**src/rtl/pattern_gen_pkg.sv**
```systemverilog
// pattern_gen_pkg: pattern indices and the bar-colour truth table shared by the animated pattern generator.
package pattern_gen_pkg;
    localparam logic [3:0] PAT_BLACK   = 4'd0;
    localparam logic [3:0] PAT_RED     = 4'd1;
    localparam logic [3:0] PAT_GREEN   = 4'd2;
    localparam logic [3:0] PAT_BLUE    = 4'd3;
    localparam logic [3:0] PAT_CHECKER = 4'd4;
    localparam logic [3:0] PAT_BARS    = 4'd5;
    localparam logic [3:0] PAT_BORDER  = 4'd6;
    localparam logic [3:0] PAT_BOX     = 4'd7;
    localparam logic [3:0] PAT_SCROLL  = 4'd8;
    localparam logic [3:0] PAT_RAMP    = 4'd9;
    localparam int         PAT_COUNT   = 10;

    typedef struct packed {
        logic r;
        logic g;
        logic b;
    } rgb_mask_t;

    function automatic rgb_mask_t bar_colour(input logic [2:0] idx);
        bar_colour = {idx[2], idx[1], idx[0]};
    endfunction
endpackage

```
**src/rtl/pattern_gen_box_ctrl.sv**
```systemverilog
// pattern_gen_box_ctrl: bouncing-box position and direction, stepped once per frame tick.
module pattern_gen_box_ctrl #(
    parameter int COUNT_WIDTH = 10,
    parameter int ACTIVE_COLS = 640,
    parameter int ACTIVE_ROWS = 480,
    parameter int BOX_SIZE    = 32,
    parameter int BOX_STEP    = 2
)(
    input  logic                 i_Clk,
    input  logic                 i_Rst,
    input  logic                 i_Tick,
    output logic [COUNT_WIDTH:0] o_X,
    output logic [COUNT_WIDTH:0] o_Y
);
    localparam int CW = COUNT_WIDTH + 1;
    localparam logic DIR_POS = 1'b0;
    localparam logic DIR_NEG = 1'b1;
    localparam logic [COUNT_WIDTH:0] X_MAX = CW'(ACTIVE_COLS - BOX_SIZE);
    localparam logic [COUNT_WIDTH:0] Y_MAX = CW'(ACTIVE_ROWS - BOX_SIZE);
    localparam logic [COUNT_WIDTH:0] STEP  = CW'(BOX_STEP);

    logic                   r_dir_x, r_dir_y;
    logic [COUNT_WIDTH+1:0] w_next_x, w_next_y;

    // Returns {next direction, next position}; clamps to the edge and reverses on contact.
    function automatic logic [COUNT_WIDTH+1:0] bounce(input logic [COUNT_WIDTH:0] pos,
                                                      input logic dir,
                                                      input logic [COUNT_WIDTH:0] lim);
        if (dir == DIR_POS)
            bounce = (pos + STEP >= lim) ? {DIR_NEG, lim} : {DIR_POS, pos + STEP};
        else
            bounce = (pos <= STEP) ? {DIR_POS, {CW{1'b0}}} : {DIR_NEG, pos - STEP};
    endfunction

    assign w_next_x = bounce(o_X, r_dir_x, X_MAX);
    assign w_next_y = bounce(o_Y, r_dir_y, Y_MAX);

    always_ff @(posedge i_Clk) begin
        if (i_Rst) begin
            o_X     <= '0;
            o_Y     <= '0;
            r_dir_x <= DIR_POS;
            r_dir_y <= DIR_POS;
        end else if (i_Tick) begin
            {r_dir_x, o_X} <= w_next_x;
            {r_dir_y, o_Y} <= w_next_y;
        end
    end
endmodule

```
**src/rtl/pattern_gen_anim.sv**
```systemverilog
// pattern_gen_anim: animated test-pattern generator, 2-cycle pipelined RGB with aligned col/row counts.
// Define PATTERN_GEN_CROSSHAIR_EN to overlay a white centre crosshair on patterns 1-9.
module pattern_gen_anim
    import pattern_gen_pkg::*;
#(
    parameter int VIDEO_WIDTH = 3,
    parameter int ACTIVE_COLS = 640,
    parameter int ACTIVE_ROWS = 480,
    parameter int COUNT_WIDTH = 10,
    parameter int BOX_SIZE    = 32,
    parameter int BOX_STEP    = 2,
    parameter int SCROLL_STEP = 4,
    parameter int RAMP_SHIFT  = 6
)(
    input  logic                   i_Clk,
    input  logic                   i_Rst,
    input  logic [3:0]             i_Pattern,
    input  logic [COUNT_WIDTH-1:0] i_Col_Count,
    input  logic [COUNT_WIDTH-1:0] i_Row_Count,
    output logic [COUNT_WIDTH-1:0] o_Col_Count,
    output logic [COUNT_WIDTH-1:0] o_Row_Count,
    output logic [VIDEO_WIDTH-1:0] o_Red_Video,
    output logic [VIDEO_WIDTH-1:0] o_Grn_Video,
    output logic [VIDEO_WIDTH-1:0] o_Blu_Video
);
    localparam int CW    = COUNT_WIDTH + 1;
    localparam int BAR_W = ACTIVE_COLS / 8;
    localparam logic [VIDEO_WIDTH-1:0] V_FULL = '1;

    logic [COUNT_WIDTH:0]   w_col, w_row, w_box_x, w_box_y;
    logic [COUNT_WIDTH:0]   w_off_sum, w_shift_sum, w_shift, w_ramp_lvl;
    logic                   w_tick, w_active, w_checker, w_border, w_box, w_white;
    logic [2:0]             w_bar, w_scroll_bar;
    logic [VIDEO_WIDTH-1:0] w_ramp, w_red, w_grn, w_blu;
    rgb_mask_t              w_mask;
    logic [3:0]             r_pattern;
    logic [COUNT_WIDTH:0]   r_offset;
    logic                   r_active, r_checker, r_border, r_box;
    logic [2:0]             r_bar, r_scroll_bar;
    logic [VIDEO_WIDTH-1:0] r_ramp;
    logic [COUNT_WIDTH-1:0] r_col_d1, r_row_d1;

    function automatic logic [2:0] bar_of(input logic [COUNT_WIDTH:0] c);
        bar_of = 3'd0;
        for (int k = 1; k < 8; k++)
            if (c >= CW'(k * BAR_W)) bar_of = 3'(k);
    endfunction

    assign w_col       = {1'b0, i_Col_Count};
    assign w_row       = {1'b0, i_Row_Count};
    assign w_tick      = (w_col == '0) && (w_row == CW'(ACTIVE_ROWS));
    assign w_active    = (w_col < CW'(ACTIVE_COLS)) && (w_row < CW'(ACTIVE_ROWS));
    assign w_off_sum   = r_offset + CW'(SCROLL_STEP);
    assign w_shift_sum = w_col + r_offset;
    assign w_shift     = (w_shift_sum >= CW'(ACTIVE_COLS)) ? w_shift_sum - CW'(ACTIVE_COLS) : w_shift_sum;
    assign w_bar        = bar_of(w_col);
    assign w_scroll_bar = bar_of(w_shift);
    assign w_checker   = i_Col_Count[5] ^ i_Row_Count[5];
    assign w_border    = (w_col < CW'(2)) || (w_col >= CW'(ACTIVE_COLS - 2)) ||
                         (w_row < CW'(2)) || (w_row >= CW'(ACTIVE_ROWS - 2));
    assign w_box       = (w_col >= w_box_x) && (w_col < w_box_x + CW'(BOX_SIZE)) &&
                         (w_row >= w_box_y) && (w_row < w_box_y + CW'(BOX_SIZE));
    assign w_ramp_lvl  = w_col >> RAMP_SHIFT;
    assign w_ramp      = (w_ramp_lvl > CW'(V_FULL)) ? V_FULL : w_ramp_lvl[VIDEO_WIDTH-1:0];

    pattern_gen_box_ctrl #(
        .COUNT_WIDTH (COUNT_WIDTH),
        .ACTIVE_COLS (ACTIVE_COLS),
        .ACTIVE_ROWS (ACTIVE_ROWS),
        .BOX_SIZE    (BOX_SIZE),
        .BOX_STEP    (BOX_STEP)
    ) u_box_ctrl (
        .i_Clk  (i_Clk),
        .i_Rst  (i_Rst),
        .i_Tick (w_tick),
        .o_X    (w_box_x),
        .o_Y    (w_box_y)
    );

    // Frame-boundary state plus stage 1: every pattern's colour is precomputed here.
    always_ff @(posedge i_Clk) begin
        if (i_Rst) begin
            r_pattern    <= PAT_BLACK;
            r_offset     <= '0;
            r_active     <= 1'b0;
            r_checker    <= 1'b0;
            r_border     <= 1'b0;
            r_box        <= 1'b0;
            r_bar        <= '0;
            r_scroll_bar <= '0;
            r_ramp       <= '0;
            r_col_d1     <= '0;
            r_row_d1     <= '0;
        end else begin
            if (w_tick) begin
                r_pattern <= (i_Pattern < 4'(PAT_COUNT)) ? i_Pattern : PAT_BLACK;
                r_offset  <= (w_off_sum >= CW'(ACTIVE_COLS)) ? w_off_sum - CW'(ACTIVE_COLS) : w_off_sum;
            end
            r_active     <= w_active;
            r_checker    <= w_checker;
            r_border     <= w_border;
            r_box        <= w_box;
            r_bar        <= w_bar;
            r_scroll_bar <= w_scroll_bar;
            r_ramp       <= w_ramp;
            r_col_d1     <= i_Col_Count;
            r_row_d1     <= i_Row_Count;
        end
    end

`ifdef PATTERN_GEN_CROSSHAIR_EN
    logic r_cross;
    always_ff @(posedge i_Clk) begin
        if (i_Rst) r_cross <= 1'b0;
        else       r_cross <= (w_col == CW'(ACTIVE_COLS / 2)) || (w_row == CW'(ACTIVE_ROWS / 2));
    end
    assign w_white = r_active && r_cross && (r_pattern != PAT_BLACK);
`else
    assign w_white = 1'b0;
`endif

    always_comb begin
        w_mask = '0;
        case (r_pattern)
            PAT_RED:     w_mask = 3'b100;
            PAT_GREEN:   w_mask = 3'b010;
            PAT_BLUE:    w_mask = 3'b001;
            PAT_CHECKER: w_mask = {3{r_checker}};
            PAT_BARS:    w_mask = bar_colour(r_bar);
            PAT_BORDER:  w_mask = {3{r_border}};
            PAT_BOX:     w_mask = r_box ? 3'b111 : 3'b001;
            PAT_SCROLL:  w_mask = bar_colour(r_scroll_bar);
            default:     w_mask = '0;
        endcase
    end

    assign w_red = (r_pattern == PAT_RAMP) ? r_ramp : {VIDEO_WIDTH{w_mask.r}};
    assign w_grn = (r_pattern == PAT_RAMP) ? r_ramp : {VIDEO_WIDTH{w_mask.g}};
    assign w_blu = (r_pattern == PAT_RAMP) ? r_ramp : {VIDEO_WIDTH{w_mask.b}};

    always_ff @(posedge i_Clk) begin
        if (i_Rst) begin
            o_Red_Video <= '0;
            o_Grn_Video <= '0;
            o_Blu_Video <= '0;
            o_Col_Count <= '0;
            o_Row_Count <= '0;
        end else begin
            o_Red_Video <= w_white ? V_FULL : (r_active ? w_red : '0);
            o_Grn_Video <= w_white ? V_FULL : (r_active ? w_grn : '0);
            o_Blu_Video <= w_white ? V_FULL : (r_active ? w_blu : '0);
            o_Col_Count <= r_col_d1;
            o_Row_Count <= r_row_d1;
        end
    end
endmodule

```
**config.mk**
```make
export PLATFORM = sky130hd
export DESIGN_NAME = pattern_gen_anim
export DESIGN_NICKNAME = d
export VERILOG_FILES = /design/src/rtl/pattern_gen_pkg.sv /design/src/rtl/pattern_gen_box_ctrl.sv /design/src/rtl/pattern_gen_anim.sv
export SDC_FILE = /design/constraint.sdc
export NUM_CORES = 1
export LEC_CHECK = 0
export ABC_AREA = 1
export CORE_ASPECT_RATIO = 0.8
export CORE_UTILIZATION = 53
export CTS_CLUSTER_DIAMETER = 30
export DETAILED_ROUTE_END_ITERATION = 12
export HOLD_SLACK_MARGIN = 0.02
export PLACE_DENSITY = 0.74
export SLEW_MARGIN = 15
export SYNTH_ARGS = -nofsm -noshare
export SYNTH_HDL_FRONTEND = slang
export SYNTH_SLANG_ARGS = --single-unit
```
**constraint.sdc**
```tcl
create_clock -name i_Clk -period 2.93 [get_ports i_Clk]
set_input_delay 0.586 -clock i_Clk [delete_from_list [all_inputs] [get_ports i_Clk]]
set_output_delay 0.586 -clock i_Clk [all_outputs]
set_load 0.1 [all_outputs]
```
==> results of run 1 <==
[final cells by class]
cell class	instances	area [sq um]
fillers	924	3595
multi-input cells	575	3545
flip-flops and latches	97	1943
repair buffers	101	822.0
inverters	143	541.8
clock buffers	9	225.2
well taps	144	180.2
clock inverters	7	81.33
[worst max path at each step]
stage | from | to | cells past startpoint
6_report | r_offset[2]$_SDFFE_PP0P_ | r_scroll_bar[0]$_SDFF_PP0_ | 23
5_1_grt | r_offset[2]$_SDFFE_PP0P_ | r_scroll_bar[0]$_SDFF_PP0_ | 23
4_1_cts | i_Col_Count[6] | r_scroll_bar[0]$_SDFF_PP0_ | 23
3_5_place_dp | i_Col_Count[2] | r_scroll_bar[0]$_SDFF_PP0_ | 22
3_3_place_gp | i_Col_Count[2] | r_scroll_bar[0]$_SDFF_PP0_ | 22
2_1_floorplan | i_Col_Count[2] | r_scroll_bar[0]$_SDFF_PP0_ | 21
[cell families after synthesis]
logic type | Yosys count | synth area share
XOR/XNOR | 32 | 0.04696
adder cells (fa/ha/maj) | 53 | 0.1124
AO/OA/AOI/OAI | 146 | 0.1530
AND/OR/NAND/NOR | 344 | 0.2602
flip-flops | 97 | 0.3254
buffers and inverters | 161 | 0.1021
[Yosys cell counts, drive strengths merged, types with 2 or more instances]
master,count,area [sq um]
a21o,2,15.01
nand2,137,564.3
o21bai,2,15.01
buf,6,23.77
dfxtp,97,1942
nand3,58,322.8
clkbuf,12,45.04
o211ai,2,15.01
a211oi,9,67.56
a21oi,48,262.8
o31ai,3,22.52
xnor2,4,35.03
o21a,6,45.04
nor4,4,25.02
or2,4,25.03
xor2,28,245.2
and3,2,12.51
nand4,12,81.33
a31oi,11,68.82
nor2,113,444.2
a221oi,11,102.6
inv,142,535.5
ha,52,650.6
o21ai,43,219.0
nor3,13,70.07
[per-layer routing]
layer / routed length, um / GRT usage / vias up
met5: 0 / 0 / -
met4: 200 / 0.07123 / 0
met3: 844 / 0.04717 / 17
met2: 6905 / 0.4310 / 176
met1: 7414 / 0.3814 / 2614
li1: - / - / 2915
[flip-flops by register name (all words and copies together), names as in the netlist, 3 cells and up]
register and flops:
o_Grn_Video 3, r_bar 3, o_Red_Video 3, r_row_d1 10, r_ramp 3, u_box_ctrl.o_Y 10, o_Col_Count 10, u_box_ctrl.o_X 10
r_offset 9, r_pattern 4, r_col_d1 10, o_Row_Count 10, o_Blu_Video 3, r_scroll_bar 3
[placed cells by master (no fill, tap or decap), drive strengths merged, types with 2 or more instances in the layout]
cell and n:
a211oi 9, a21o 2, a21oi 48, a221oi 11
a31oi 11, and3 2, buf 77, clkbuf 10
clkdlybuf4s50 17, clkinv 3, dfxtp 97, dlymetal6s2s 5
ha 52, inv 147, nand2 137, nand3 58
nand4 12, nor2 113, nor3 13, nor4 4
o211ai 2, o21a 6, o21ai 43, o21bai 2
o31ai 3, or2 4, xnor2 4, xor2 28
[power by group through the flow]
| stage | Sequential [uW] | Combinational [uW] | Clock (uW) |
|---|---|---|---|
| final | 1370 | 414 | 1200 |
| after global routing | 1370 | 453 | 1270 |
| after CTS | 1370 | 398 | 1210 |
| after detailed placement | 1400 | 395 | 0 |
| after global placement | 1400 | 382 | 0 |
| after floorplan | 1480 | 173 | 0 |
[critical path: stages (launching register included)]
cell	delay, ns
dfxtp_2	0.35
ha_2	0.20
fa_2	0.40
nand2_2	0.09
nand2_2	0.07
nand3_2	0.08
nand2_2	0.06
nand2_2	0.06
nand2_2	0.08
buf_4	0.14
buf_4	0.13
nand2_1	0.08
nand2_1	0.05
nand2_1	0.05
nand2_1	0.06
nand2_2	0.10
nand3_4	0.12
nor2_4	0.12
nand3_1	0.07
nand2_1	0.07
nand2_1	0.05
nand2_1	0.05
nand2_1	0.07
a21oi_2	0.13
[per-stage QoR]
stage	area [sq um]	cells
2_1_floorplan	5968	833
3_3_place_gp	6865	1056
3_5_place_dp	6865	1056
4_1_cts	7204	1074
5_1_grt	7338	1076
6_report	7338	1076
[timing repair]
action	4_1_cts	5_1_grt
setup endpoints to repair	3	3
resized for setup	8	27
pin swaps	3	18
buffers inserted	2	2
==> impl_metrics.env, run 1 <==
export IMPL_outcome="finished clean"
export IMPL_layout_min_cycle_time_ns=2.744
export IMPL_cp_required_ns=3.20
export IMPL_leakage_uw=0.003521
export IMPL_worstSetupPathType="register to register"
export IMPL_syn_cell_area_sq_um=5968
export IMPL_area_growth_synth_to_final_pct=22.96
export IMPL_ant_nets=0
export IMPL_reg2regPathDepth=23
export IMPL_synth_seq_cells=97
export IMPL_syn_inst=833
export IMPL_cts_tree="done"
export IMPL_cts_hold_buf=0
export IMPL_setup_violations=0
export IMPL_die_w_um=120.6
export IMPL_p_int_uw=2113
export IMPL_cts_made_buffers=9
export IMPL_skew_ns=0.009469
export IMPL_drive_gt1_frac=0.1674
export IMPL_maxSlewHeadroom=0.4978
export IMPL_ir_worst_vdd_uv=282.7
export IMPL_startpoint_type="register"
export IMPL_power_total_uw=2979
export IMPL_viasPerCell=5.318
export IMPL_crit_fanout=6
export IMPL_grt_max_degree=75
export IMPL_fin_nets=1006
export IMPL_place_congestion=0.8969
export IMPL_dieArea_sq_um=11690
export IMPL_num_rows=34
export IMPL_firstDrtPassIters=5
export IMPL_ys_types=54
export IMPL_io_buffers=54
export IMPL_cp_end_kind="register"
export IMPL_post_drt_wl_per_cell_um=14.28
export IMPL_holdWs_ns=0.4006
export IMPL_critical_path_arrival_ns=3.01
export IMPL_seq_area_frac_synth=0.3254
export IMPL_synth_edf_count=0
export IMPL_synthFlopType="dfxtp_1"
export IMPL_vias=5722
export IMPL_worstHoldEndpoint="o_Row_Count[1]$_SDFF_PP0_"
export IMPL_syn_area_per_cell_sq_um=7.165
export IMPL_worstHoldStart="r_row_d1[1]$_SDFF_PP0_"
export IMPL_clock_power_share=0.401
export IMPL_ff2ff_setup_slack_ns=0.19
export IMPL_grt_util_all_layers=0.2722
export IMPL_period_share=0.9364
export IMPL_post_route_drc_count=0
export IMPL_fmax_mhz=364.5
export IMPL_die_h_um=96.92
export IMPL_timing_rr_end="r_scroll_bar[0]$_SDFF_PP0_"
export IMPL_grt_pass1_wl_um=25490
export IMPL_drv_slew=0
export IMPL_dp_hpwl_um=11720
export IMPL_clk_path_buf_depth=2
export IMPL_p_sw_uw=866.0
export IMPL_final_util=0.6712
export IMPL_rr_startpoint="r_offset[2]$_SDFFE_PP0P_"
export IMPL_p_seq_frac=0.460
export IMPL_async_flop_share=0
export IMPL_antenna_found_initial=0
export IMPL_drt_iter0_drc=499
export IMPL_pwr_share_comb=0.139
export IMPL_max_cap_violations=0
export IMPL_fin_ws_ns=0.1864
export IMPL_grt_pass1_vias=5427
export IMPL_overflow=0
export IMPL_htreeDepth=3
export IMPL_clkSinkCount=97
export IMPL_setup_tns_ns=0
export IMPL_start_util=0.5459
export IMPL_cts_root_buffer="clkbuf_16"
export IMPL_core_area_sq_um=10930
export IMPL_io_pins=55
export IMPL_antenna_cells=0
export IMPL_p_sw_frac=0.2907
export IMPL_pre_cts_slack_ns=-0.6892
export IMPL_clkSlewWorstSetupHoldPaths_ns=0.08
export IMPL_finalWirelength_um=15360
export IMPL_synth_nets=912
export IMPL_hold_violations=0
export IMPL_tightestPinTransition_ns=0.7533
export IMPL_min_path_cells=2
export IMPL_hp_class="register to register"
export IMPL_clock_latency_ns=0.35
export IMPL_powerDensity_nw_per_um2=405.9
export IMPL_yosysWarnings=0
(Power assumes the default switching activity.)
==> run 2: changes to the inputs <==
- PLACE_DENSITY: 0.74 -> unset
- PLACE_DENSITY_LB_ADDON: unset -> 0.05
- SYNTH_HIERARCHICAL: unset -> 1
==> impl_metrics.env, run 2 <==
export IMPL_outcome="finished clean"
export IMPL_drv_slew=0
export IMPL_core_area_sq_um=11520
export IMPL_power_total_uw=2996
export IMPL_n_fill_cell=993
export IMPL_cts_hold_buf=0
export IMPL_post_drt_wl_per_cell_um=14.48
export IMPL_path_common_cell="nand2_1"
export IMPL_tightestPinTransition_ns=0.6294
export IMPL_io_buffers=54
export IMPL_pwr_share_comb=0.151
export IMPL_syn_area_per_cell_sq_um=6.849
export IMPL_grt_util_all_layers=0.2824
export IMPL_reg2regPathDepth=23
export IMPL_final_util=0.6636
export IMPL_die_h_um=99.21
export IMPL_start_util=0.5435
export IMPL_ff2ff_setup_slack_ns=0.16
export IMPL_fin_nets=1085
export IMPL_path_buf_inv=3
export IMPL_worstHoldStart="r_col_d1[8]$_SDFF_PP0_"
export IMPL_synth_common_cells="inv_1 (149), nand2_1 (145), nor2_1 (119), dfxtp_1 (97), a21oi_1 (65)"
export IMPL_skew_ns=0.008518
export IMPL_layout_cells_most_common_list="inv_1 (149), nand2_1 (134), nor2_1 (119), dfxtp_1 (96), buf_4 (76)"
export IMPL_pre_cts_slack_ns=-0.5267
export IMPL_fin_ws_ns=0.1571
export IMPL_startpoint_type="register"
export IMPL_seq_area_frac_synth=0.3102
export IMPL_post_route_drc_count=0
export IMPL_ir_worst_vdd_uv=387.6
export IMPL_synth_most_common_cell="inv_1"
export IMPL_fmax_mhz=360.6
export IMPL_clkSlewWorstSetupHoldPaths_ns=0.08
export IMPL_powerDensity_nw_per_um2=392.0
export IMPL_ant_nets=0
export IMPL_cts_root_buffer="clkbuf_16"
export IMPL_dieArea_sq_um=12250
export IMPL_crit_fanout=6
export IMPL_cts_made_buffers=9
export IMPL_path_cells="ha_2 > fa_2 > nand2_2 > nand2_2 > nand3_4 > nand2_2 > nand2_2 > nand2_2 > ha_4 > inv_1 > nand3_1 > nand2_1 > clkinv_2 > nand2_4 > buf_4 > nand2_1 > nand3_1 > nand4_1 > nand2_1 > nand2_1 > nand2_1 > nand2_1 > a21oi_2"
export IMPL_clock_latency_ns=0.36
export IMPL_ys_types=48
export IMPL_p_sw_frac=0.2927
export IMPL_setup_tns_ns=0
export IMPL_num_rows=35
export IMPL_vias=6307
export IMPL_stdcell_count=1161
export IMPL_htreeDepth=3
export IMPL_max_cap_violations=0
export IMPL_cp_slowest_cell="fa_2"
export IMPL_synth_seq_cells=97
export IMPL_async_flop_share=0
export IMPL_cp_required_ns=3.22
export IMPL_worstHoldEndpoint="o_Col_Count[8]$_SDFF_PP0_"
export IMPL_overflow=0
export IMPL_dp_hpwl_um=12610
export IMPL_io_pins=55
export IMPL_synth_edf_count=0
export IMPL_hold_violations=0
export IMPL_synth_top_cell_by_area="dfxtp_1"
export IMPL_firstDrtPassIters=6
export IMPL_multi_input_area_sq_um=3804
export IMPL_clock_power_share=0.392
export IMPL_min_path_cells=2
export IMPL_timing_rr_end="r_scroll_bar[0]$_SDFF_PP0_"
export IMPL_cp_slowest_stage_delay_ns=0.39
export IMPL_area_growth_synth_to_final_pct=22.09
export IMPL_synthTopCellsByArea="dfxtp_1 (31%), ha_1 (10%), inv_1 (8.9%), nand2_1 (8.7%), nor2_1 (7.1%)"
export IMPL_drt_iter0_drc=617
export IMPL_place_congestion=0.9799
export IMPL_antenna_found_initial=0
export IMPL_clk_path_buf_depth=2
export IMPL_hp_class="register to register"
export IMPL_finalWirelength_um=16810
export IMPL_setup_violations=0
export IMPL_cp_end_kind="register"
export IMPL_leakage_uw=0.003560
export IMPL_cts_tree="done"
export IMPL_final_seq_area_sq_um=1943
export IMPL_yosysWarnings=6
export IMPL_synthFlopType="dfxtp_1"
export IMPL_antenna_cells=0
export IMPL_grt_pass1_vias=5697
export IMPL_syn_cell_area_sq_um=6260
export IMPL_p_int_uw=2119
export IMPL_viasPerCell=5.432
export IMPL_rr_startpoint="r_offset[2]$_SDFFE_PP0P_"
export IMPL_cpLargestDelayFamily="simple AND/OR/NAND/NOR gates"
export IMPL_place_inst=1141
export IMPL_syn_inst=914
export IMPL_p_sw_uw=877.0
export IMPL_drive_gt1_frac=0.1629
export IMPL_p_seq_frac=0.457
export IMPL_grt_pass1_wl_um=27090
export IMPL_clkSinkCount=97
export IMPL_layout_min_cycle_time_ns=2.773
export IMPL_maxSlewHeadroom=0.5800
export IMPL_critical_path_arrival_ns=3.06
export IMPL_period_share=0.9464
export IMPL_die_w_um=123.5
export IMPL_grt_max_degree=51
export IMPL_mostFrequentLayoutCell="inv_1"
export IMPL_synth_top_area_frac=0.3102
export IMPL_worstSetupPathType="register to register"
-- run 2: cell count changes in the layout (fill, tap and decap cells not counted), moves of 5 or more --
| cell | before | now |
|---|---|---|
| nor4_1 | 4 | 9 |
| nand2_4 | 4 | 9 |
| a31oi_1 | 11 | 6 |
| nand4_1 | 11 | 24 |
| inv_1 | 136 | 149 |
| nor2_1 | 109 | 119 |
| o21ai_0 | 38 | 57 |
| nand3_1 | 50 | 55 |
| nor2_2 | 2 | 7 |
| a21oi_1 | 44 | 65 |
| nand2_1 | 116 | 134 |
| a221oi_1 | 10 | 2 |
-- run 2: cells by family (layout without fill, tap and decap cells) --
group           Yosys count  count (layout)  share of synthesized area
fa+ha+maj                51              51                     0.1031
simple gates            401             401                     0.2918
xor+xnor                 29              29                    0.04058
buf+inv                 177             275                     0.1103
flops                    97              97                     0.3102
other cells               1               2                  0.0005991
compound gates          158             158                     0.1433
-- run 2: worst reg2reg max path, delay by kind of cell, from the launching register on --
| kind | cells | cell delay, ns |
|---|---|---|
| compound gates | 1 | 0.12 |
| buf+inv | 3 | 0.27 |
| fa+ha+maj | 3 | 0.76 |
| simple gates | 16 | 1.19 |
| flops | 1 | 0.36 |
-- run 2: what timing repair did --
| item | in CTS | in global routing |
|---|---|---|
| setup buffers | 1 | 3 |
| endpoints found under the setup margin | 3 | 4 |
| pin swaps | 4 | 18 |
| gates resized for setup | 11 | 34 |
-- run 2: worst max-delay path by stage --
stage / to / from / cells past startpoint / slack [ns]
after CTS: r_scroll_bar[0]$_SDFF_PP0_ / i_Col_Count[4] / 23 / 0.02
final: r_scroll_bar[0]$_SDFF_PP0_ / r_offset[2]$_SDFFE_PP0P_ / 23 / 0.16
after detailed placement: r_scroll_bar[0]$_SDFF_PP0_ / i_Col_Count[2] / 20 / -0.53
after global placement: r_scroll_bar[0]$_SDFF_PP0_ / i_Col_Count[2] / 20 / -0.41
after floorplan: r_scroll_bar[0]$_SDFF_PP0_ / i_Col_Count[2] / 19 / 0.04
after global routing: r_scroll_bar[0]$_SDFF_PP0_ / r_offset[2]$_SDFFE_PP0P_ / 23 / -0.03
-- run 2: final cells by class --
class | count | area share
Multi-Input combinational cell | 641 | 0.4977
Sequential cell | 97 | 0.2543
Timing Repair Buffer | 102 | 0.1077
Inverter | 157 | 0.07760
Clock buffer | 9 | 0.02947
Tap cell | 148 | 0.02423
Clock inverter | 7 | 0.009005
-- run 2: metrics by stage --
stage               hold WS (ns)  area [sq um]
floorplan                 0.3883          6264
global placement          0.3929          7142
detailed placement        0.3948          7142
CTS                       0.4042          7480
global route              0.4153          7642
finish                    0.3993          7642
-- run 2: power by group through the flow --
stage	combinational, uW	sequential, uW	clock [uW]
6_report	454	1370	1170
3_5_place_dp	417	1400	0
5_1_grt	491	1370	1250
2_1_floorplan	183	1480	0
3_3_place_gp	408	1400	0
4_1_cts	426	1370	1190
-- run 2: per-layer routing --
metal / GRT usage / part of all wire / up-vias
li1: - / - / 3158
met1: 0.4197 / 0.49 / 2881
met2: 0.4074 / 0.43 / 242
met3: 0.05275 / 0.069 / 26
met4: 0.08897 / 0.016 / 0
met5: 0 / 0 / -
==> run 3: changes to the inputs <==
- CORE_ASPECT_RATIO: 0.8 -> 1.2
==> impl_metrics.env, run 3 (synthesis gave the netlist of run 2 again) <==
export IMPL_outcome="finished clean"
export IMPL_setup_violations=0
export IMPL_fin_nets=1088
export IMPL_max_cap_violations=0
export IMPL_layout_cells_most_common_list="inv_1 (148), nand2_1 (139), nor2_1 (119), dfxtp_1 (97), buf_4 (78)"
export IMPL_maxSlewHeadroom=0.6012
export IMPL_hp_class="register to register"
export IMPL_viasPerCell=5.305
export IMPL_clk_path_buf_depth=2
export IMPL_startpoint_type="input port"
export IMPL_fmax_mhz=360.8
export IMPL_tightestPinTransition_ns=0.5927
export IMPL_use_met2=0.5085
export IMPL_period_share=0.9459
export IMPL_cts_root_buffer="clkbuf_16"
export IMPL_finalWirelength_um=16110
export IMPL_grt_util_all_layers=0.2730
export IMPL_fin_ws_ns=0.1584
export IMPL_num_rows=43
export IMPL_p_sw_uw=859.1
export IMPL_multi_input_area_sq_um=3741
export IMPL_clkSinkCount=97
export IMPL_io_pins=55
export IMPL_post_drt_wl_per_cell_um=13.73
export IMPL_final_seq_area_sq_um=1942
export IMPL_busiest_layer="met2"
export IMPL_post_route_drc_count=0
export IMPL_firstDrtPassIters=5
export IMPL_clock_latency_ns=0.35
export IMPL_worstSetupPathType="input port to register"
export IMPL_grt_max_degree=48
export IMPL_cp_required_ns=3.17
export IMPL_antenna_cells=0
export IMPL_critical_path_arrival_ns=3.01
export IMPL_p_int_uw=2113
export IMPL_core_area_sq_um=11510
export IMPL_clkSlewWorstSetupHoldPaths_ns=0.07
export IMPL_setup_tns_ns=0
export IMPL_place_congestion=0.8980
export IMPL_dieArea_sq_um=12250
export IMPL_grt_pass1_vias=6113
export IMPL_min_path_cells=2
export IMPL_gr_usage_met3=0.04320
export IMPL_p_sw_frac=0.2891
export IMPL_overflow=0
export IMPL_powerDensity_nw_per_um2=389.4
export IMPL_layout_min_cycle_time_ns=2.772
export IMPL_antenna_found_initial=0
export IMPL_n_fill_cell=1070
export IMPL_dp_hpwl_um=12470
export IMPL_drt_iter0_drc=277
export IMPL_cts_made_buffers=9
export IMPL_htreeDepth=3
export IMPL_cts_tree="done"
export IMPL_start_util=0.5437
export IMPL_pwr_share_comb=0.149
export IMPL_mostFrequentLayoutCell="inv_1"
export IMPL_clock_power_share=0.391
export IMPL_reg2regPathDepth=23
export IMPL_grt_pass1_wl_um=26640
export IMPL_io_buffers=54
export IMPL_drv_slew=0
export IMPL_cts_hold_buf=0
export IMPL_die_w_um=101.2
export IMPL_ant_nets=0
export IMPL_cp_end_kind="register"
export IMPL_leakage_uw=0.003573
export IMPL_drive_gt1_frac=0.1585
export IMPL_skew_ns=0.009621
export IMPL_area_growth_synth_to_final_pct=21.93
export IMPL_p_seq_frac=0.460
export IMPL_ir_worst_vdd_uv=332.8
export IMPL_crit_fanout=4
export IMPL_die_h_um=121.1
export IMPL_vias=6223
export IMPL_grt_met1_usage=0.3008
export IMPL_pre_cts_slack_ns=-0.5555
export IMPL_hold_violations=0
-- run 3: path summary, 6_finish.rpt --
check,from,slack [ns],to
setup / recovery,i_Col_Count[2],0.16,r_scroll_bar[0]$_SDFF_PP0_
hold / removal,r_col_d1[9]$_SDFF_PP0_,0.41,o_Col_Count[9]$_SDFF_PP0_
setup reg to reg,r_offset[2]$_SDFFE_PP0P_,0.30,r_scroll_bar[0]$_SDFF_PP0_
hold reg to reg,r_col_d1[9]$_SDFF_PP0_,0.41,o_Col_Count[9]$_SDFF_PP0_
-- run 3: critical path, cell delays in order --
cell and delay (ns):
dlygate4sd2_1 0.25, ha_2 0.18, fa_2 0.36, nand2_2 0.09, nand2_2 0.06, nand3_2 0.08, nand2_1 0.07, nand2_1 0.06
nand2_1 0.07, ha_2 0.19, inv_1 0.04, nand3_1 0.08, nand2_2 0.08, inv_4 0.05, buf_4 0.12, buf_4 0.12
nand3_1 0.06, nand3_1 0.09, nand4_1 0.09, nand2_1 0.05, nand2_1 0.05, nand2_1 0.05, nand2_1 0.06, a21oi_2 0.05
-- run 3: metal layers --
metal / share of wire / vias to the layer above
met1: 0.42 / 2881
met5: 0 / -
li1: - / 3165
met2: 0.53 / 145
met3: 0.030 / 32
met4: 0.028 / 0
-- run 3: layout make-up --
class / instances / area share
well taps: 157 / 0.02574
flip-flops and latches: 97 / 0.2544
clock inverters: 7 / 0.008197
repair buffers: 105 / 0.1144
multi-input cells: 641 / 0.4902
clock buffers: 9 / 0.02951
inverters: 157 / 0.07754
-- run 3: what timing repair did --
action / 4_1_cts / 5_1_grt
pin swaps: 5 / 10
endpoints found under the setup margin: 3 / 3
cloned: 0 / 0
resized for setup: 11 / 19
setup buffers: 3 / 3
-- run 3: through the flow --
stage	hold WS [ns]	total power, uW	utilization	cell area (sq um)	std cells
final	0.4053	2972	0.6629	7632	1173
after floorplan	0.3883	1658	-	6264	915
after global routing	0.4189	3086	0.6629	7632	1173
after CTS	0.4099	2974	0.6525	7512	1170
after global placement	0.3936	1805	0.6230	7173	1151
after detailed placement	0.3951	1815	0.6230	7173	1151
-- run 3: power by group through the flow --
stage | clock (uW) | sequential, uW | combinational (uW)
after CTS | 1180 | 1370 | 428
final | 1160 | 1370 | 442
after floorplan | 0 | 1480 | 183
after global routing | 1240 | 1370 | 479
after detailed placement | 0 | 1400 | 417
after global placement | 0 | 1400 | 408
